## src/rtl/burst_interrupter_pkg.sv

```systemverilog
// Shared definitions for the config-bank consumers: slot map and interrupter state.
package burst_interrupter_pkg;

    localparam int unsigned CfgByteW = 8;
    typedef logic [CfgByteW-1:0] cfg_byte_t;

    // Parameter-bank slot indices written by the UART config receiver.
    localparam int unsigned NumCfgSlots    = 5;
    localparam int unsigned SlotRefGen     = 0;
    localparam int unsigned SlotPhaseShift = 1;
    localparam int unsigned SlotOcdLvl     = 2;
    localparam int unsigned SlotInterFreq  = 3;
    localparam int unsigned SlotInterDuty  = 4;

    typedef enum logic [1:0] {
        IR_IDLE = 2'd0,
        IR_ON   = 2'd1,
        IR_OFF  = 2'd2
    } ir_state_e;

endpackage

```

## src/rtl/tick_gen.sv

```systemverilog
// Free-running prescaler: one-cycle tick every PRESC_MAX+1 clocks.
module tick_gen #(
    parameter int unsigned PRESC_MAX = 499
) (
    input  logic clk,
    input  logic rst,
    output logic tick
);

    localparam int unsigned CntW = (PRESC_MAX > 0) ? $clog2(PRESC_MAX + 1) : 1;
    localparam logic [CntW-1:0] Reload = CntW'(PRESC_MAX);

    logic [CntW-1:0] cnt_q, cnt_d;

    always_comb begin
        cnt_d = (cnt_q == '0) ? Reload : cnt_q - CntW'(1);
    end

    always_ff @(posedge clk) begin
        if (rst) begin
            cnt_q <= Reload;
        end else begin
            cnt_q <= cnt_d;
        end
    end

    assign tick = (cnt_q == '0);

endmodule

```

## src/rtl/burst_interrupter.sv

```systemverilog
// DRSSTC burst gate: period/duty from the config bank, on-time ceiling, fault lockout,
// parameters applied only at period boundaries.
module burst_interrupter
    import burst_interrupter_pkg::*;
#(
    parameter int unsigned PRESC_MAX = 499,
    parameter int unsigned MAX_ON    = 40,
    parameter int unsigned DATA_W    = 8
) (
    input  logic              clk,
    input  logic              rst,
    input  logic              arm,
    input  logic              fault,
    input  logic [DATA_W-1:0] inter_freq,
    input  logic [DATA_W-1:0] inter_duty,
    output logic              inter_en,
    output logic              period_start
);

    localparam int unsigned CntW     = DATA_W + 1;
    localparam int unsigned MaxOnSat = (MAX_ON < (1 << DATA_W)) ? MAX_ON : (1 << DATA_W) - 1;
    localparam logic [DATA_W-1:0] MaxOnC = DATA_W'(MaxOnSat);

    logic tick;

    tick_gen #(
        .PRESC_MAX(PRESC_MAX)
    ) u_tick_gen (
        .clk (clk),
        .rst (rst),
        .tick(tick)
    );

    ir_state_e         state_q, state_d;
    logic [CntW-1:0]   per_cnt_q, per_cnt_d;
    logic [DATA_W-1:0] per_sh_q, per_sh_d;
    logic [DATA_W-1:0] on_sh_q, on_sh_d;
    logic              inter_en_q, inter_en_d;
    logic              period_start_q, period_start_d;

    logic              start_ok;
    logic              start;
    logic [DATA_W-1:0] on_req;
    logic [CntW-1:0]   cnt_inc;
    logic              on_end;
    logic              per_end;

    assign start_ok = arm && !fault && (inter_freq != '0) && (inter_duty != '0);

    // Clamping to inter_freq guarantees at least one off tick per period.
    always_comb begin
        on_req = inter_duty;
        if (on_req > MaxOnC) begin
            on_req = MaxOnC;
        end
        if (on_req > inter_freq) begin
            on_req = inter_freq;
        end
    end

    assign cnt_inc = per_cnt_q + CntW'(1);
    assign on_end  = (cnt_inc == {1'b0, on_sh_q});
    assign per_end = (cnt_inc == ({1'b0, per_sh_q} + CntW'(1)));

    always_ff @(posedge clk) begin
        if (rst) begin
            state_q        <= IR_IDLE;
            per_cnt_q      <= '0;
            per_sh_q       <= '0;
            on_sh_q        <= '0;
            inter_en_q     <= 1'b0;
            period_start_q <= 1'b0;
        end else begin
            state_q        <= state_d;
            per_cnt_q      <= per_cnt_d;
            per_sh_q       <= per_sh_d;
            on_sh_q        <= on_sh_d;
            inter_en_q     <= inter_en_d;
            period_start_q <= period_start_d;
        end
    end

    always_comb begin
        state_d   = state_q;
        per_cnt_d = per_cnt_q;
        per_sh_d  = per_sh_q;
        on_sh_d   = on_sh_q;
        start     = 1'b0;

        case (state_q)
            IR_IDLE: begin
                start = tick && start_ok;
            end
            IR_ON: begin
                if (!arm) begin
                    state_d   = IR_IDLE;
                    per_cnt_d = '0;
                end else begin
                    // A fault cuts the burst at once but the period keeps its length.
                    if (tick) begin
                        per_cnt_d = cnt_inc;
                    end
                    if (fault || (tick && on_end)) begin
                        state_d = IR_OFF;
                    end
                end
            end
            IR_OFF: begin
                if (!arm) begin
                    state_d   = IR_IDLE;
                    per_cnt_d = '0;
                end else if (tick) begin
                    per_cnt_d = cnt_inc;
                    if (per_end) begin
                        if (start_ok) begin
                            start = 1'b1;
                        end else begin
                            state_d   = IR_IDLE;
                            per_cnt_d = '0;
                        end
                    end
                end
            end
            default: begin
                state_d   = IR_IDLE;
                per_cnt_d = '0;
            end
        endcase

        if (start) begin
            state_d   = IR_ON;
            per_cnt_d = '0;
            per_sh_d  = inter_freq;
            on_sh_d   = on_req;
        end
    end

    always_comb begin
        inter_en_d     = (state_d == IR_ON);
        period_start_d = start;
    end

    assign inter_en     = inter_en_q;
    assign period_start = period_start_q;

endmodule

```

## config.mk

```make
export PLATFORM = sky130hd
export DESIGN_NAME = burst_interrupter
export DESIGN_NICKNAME = d
export VERILOG_FILES = /design/src/rtl/burst_interrupter_pkg.sv /design/src/rtl/tick_gen.sv /design/src/rtl/burst_interrupter.sv
export SDC_FILE = /design/constraint.sdc
export NUM_CORES = 1
export LEC_CHECK = 0
export ABC_AREA = 1
export CAP_MARGIN = 20
export CORE_MARGIN = 1.5
export CORE_UTILIZATION = 32
export DETAILED_ROUTE_END_ITERATION = 16
export GPL_ROUTABILITY_DRIVEN = 0
export GPL_TIMING_DRIVEN = 0
export SETUP_SLACK_MARGIN = 0.02
export SLEW_MARGIN = 20
export SYNTH_ARGS = -nofsm -noshare
export SYNTH_HDL_FRONTEND = slang
export SYNTH_SLANG_ARGS = --single-unit
```

## constraint.sdc

```tcl
create_clock -name clk -period 4.75 [get_ports clk]
set_input_delay 0.95 -clock clk [delete_from_list [all_inputs] [get_ports clk]]
set_output_delay 0.95 -clock clk [all_outputs]
set_load 0.02 [all_outputs]
```

==> impl_metrics.tcl <==
set metrics [dict create \
    setup_tns_ns 0 \
    powerDensity_mw_per_mm2 222 \
    cts_hold_repair.buffers 0 \
    cp-start-kind "input port" \
    worstPathArrival_ns 3.75 \
    cts_num_sinks 38 \
    design_area_mm2 0.00302 \
    grt_use_total_pct 15.2 \
    design.core.area_mm2 0.00773 \
    grt_pass1_vias 2317 \
    routedWlPerCell_um 11.3 \
    cts.repair.resized 0 \
    finalCritPeriodShare_pct 75.0 \
    drt_iter0_drc 102 \
    clk_pin_slew_worst_paths_ns 0.08 \
    cts.path.max_buffers 2 \
    period_needed_ns 3.56 \
    vias_per_cell 4.75 \
    cp_max_fo 10 \
    ios 22 \
    setup_viol 0 \
    firstDrtPassIters 4 \
    rsz0062_at_grt "no" \
    dp_hpwl_um 5000 \
    worstSkewPairLatency_ns 0.29 \
    hold_class "register to register" \
    grt_max_degree 12 \
    drive_above_1_share_pct 6.65 \
    root_buffer "clkbuf_8" \
    final_cell_mix "117 x nand2_1, 63 x inv_1, 52 x nand3_1" \
    status "finished clean" \
    portBuffers 21 \
    finalNetCount 471 \
    maxSlewViolCount 0 \
    row_count 32 \
    netlist_area_mm2 0.00257 \
    vdd_drop_max_v 0.000137 \
    path_class "input port to register" \
    end_kind "register" \
    wirelength_um 6080 \
    antenna_found_initial 0 \
    via_count 2556 \
    antenna_left 0 \
    mostFrequentLayoutCell "nand2_1" \
    synth-edff-count 0 \
    synth_cell_types 35 \
    synthFlopType "dfxtp_1" \
    fin_skew_ns 0.0100 \
    post_cts_buffers 0 \
    synth_seq_cells 38 \
    yosysSeqAreaShare_pct 29.6 \
    synth_async_sr_flop_share_pct 0 \
    cp.required_ns 4.93 \
    relSlewSlack_pct 59.8 \
    floorplan.initialDensity_pct 33.2 \
    hold_viol_final 0 \
    clock.fmax_ghz 0.281 \
    worstMarginPinSlew_ns 0.601 \
    avgSynthCellArea_um2 6.31 \
    die_w_um 92.6 \
    placed_cell_area_mm2 0.00291 \
    r2r_setup_slack_ns 2.38 \
    grt_first_pass_wirelength_um 10300 \
    dieArea_mm2 0.00857 \
    max-cap-violations 0 \
    synth_cells 407 \
    numCtsBuffers 5 \
    yosysWarnings 0 \
    cts_tree "built" \
    htreeDepth 2 \
    drc 0 \
    antenna_cells 0 \
    gr-total-overflow 0 \
    power.static_leakage_nw 1.39 \
    dieHeight_um 92.6 \
    layout-area-overhead-vs-synth_pct 17.7 \
]
through the flow:
step | hold WS, ns | power [mW] | instances | util [%] | setup WS [ns]
3_5_place_dp | 0.377 | 0.394 | 531 | 37.6 | 0.854
2_1_floorplan | 0.366 | 0.366 | 408 | - | 1.73
5_1_grt | 0.427 | 0.701 | 538 | 39.1 | 0.894
4_1_cts | 0.397 | 0.678 | 538 | 39.1 | 1.16
6_report | 0.390 | 0.670 | 538 | 39.1 | 1.19
3_3_place_gp | 0.376 | 0.392 | 531 | 37.6 | 0.871
layer usage:
metal  global-route usage [%]  up-vias  share of wire (%)
li1                         -     1359                  -
met1                     19.8     1152                 49
met2                     25.7       39                 46
met3                     1.97        6                2.9
met4                     5.00        0                1.5
met5                        0        -                  0
where the power goes:
| group | switching (mW) | internal (mW) |
|---|---|---|
| registers | 0.00188 | 0.321 |
| clock network | 0.116 | 0.168 |
| logic | 0.0335 | 0.0290 |
| total | 0.152 | 0.518 |
layout make-up:
| cell class | instances | area [µm²] |
|---|---|---|
| Buffer | 5 | 35.0 |
| Multi-Input combinational cell | 299 | 1530 |
| Fill cell | 837 | 4710 |
| Timing Repair Buffer | 21 | 210 |
| Sequential cell | 38 | 761 |
| Clock buffer | 6 | 82.6 |
| Clock inverter | 1 | 30.0 |
| Tap cell | 102 | 128 |
| Inverter | 66 | 249 |
worst max-delay path: stages:
cell and delay, ns:
clkdlybuf4s50_1 0.41, nor4_1 0.37, o21a_1 0.20, inv_1 0.07, nor2_1 0.15, ha_1 0.27
a21oi_1 0.14, o21ai_0 0.08, nor3b_1 0.14, o32ai_1 0.26, clkbuf_1 0.33, o21ai_0 0.14
nand2_1 0.12, o21ai_0 0.09
sequential cells by signal (all words and copies together), names as in the netlist:
register,flops
per_cnt_q,9
u_tick_gen.cnt_q,9
on_sh_q,8
per_sh_q,8
state_q,2
inter_en,1
period_start,1
cell usage after synthesis, types with 2 or more instances:
master / count / area (µm²)
a21oi_1: 17 / 85.1
nor2_1: 34 / 128
nand3_1: 52 / 260
nand2_1: 117 / 439
inv_1: 63 / 236
nor4_1: 2 / 12.5
nor2_2: 2 / 12.5
nand4_1: 6 / 37.5
nand2_2: 5 / 31.3
or2_2: 2 / 12.5
o21ai_1: 4 / 20.0
xor2_1: 3 / 26.3
ha_1: 15 / 188
o22ai_1: 3 / 18.8
inv_2: 2 / 7.51
buf_6: 2 / 22.5
nand2_4: 2 / 22.5
nor2_4: 2 / 22.5
o21ai_0: 19 / 95.1
xnor2_1: 2 / 17.5
nand3_2: 2 / 20.0
dfxtp_1: 38 / 761
path summary, 6_finish.rpt:
check | start | end | cells past startpoint
max | inter_duty[0] | on_sh_q[3] | 14
min | u_tick_gen.cnt_q[0] | u_tick_gen.cnt_q[0] | 1
max reg2reg | per_cnt_q[1] | per_sh_q[4] | 17
min reg2reg | u_tick_gen.cnt_q[0] | u_tick_gen.cnt_q[0] | 1
logic make-up after synthesis:
family	synth area share, %
AOI/OAI and AO/OA	9.51
xor gates and xnor gates	1.71
adders and majority gates	7.31
buffers and inverters	11.1
DFF	29.6
other	0.146
and+or+nand+nor	40.6
Note: power is estimated with default switching activity, not from simulation.
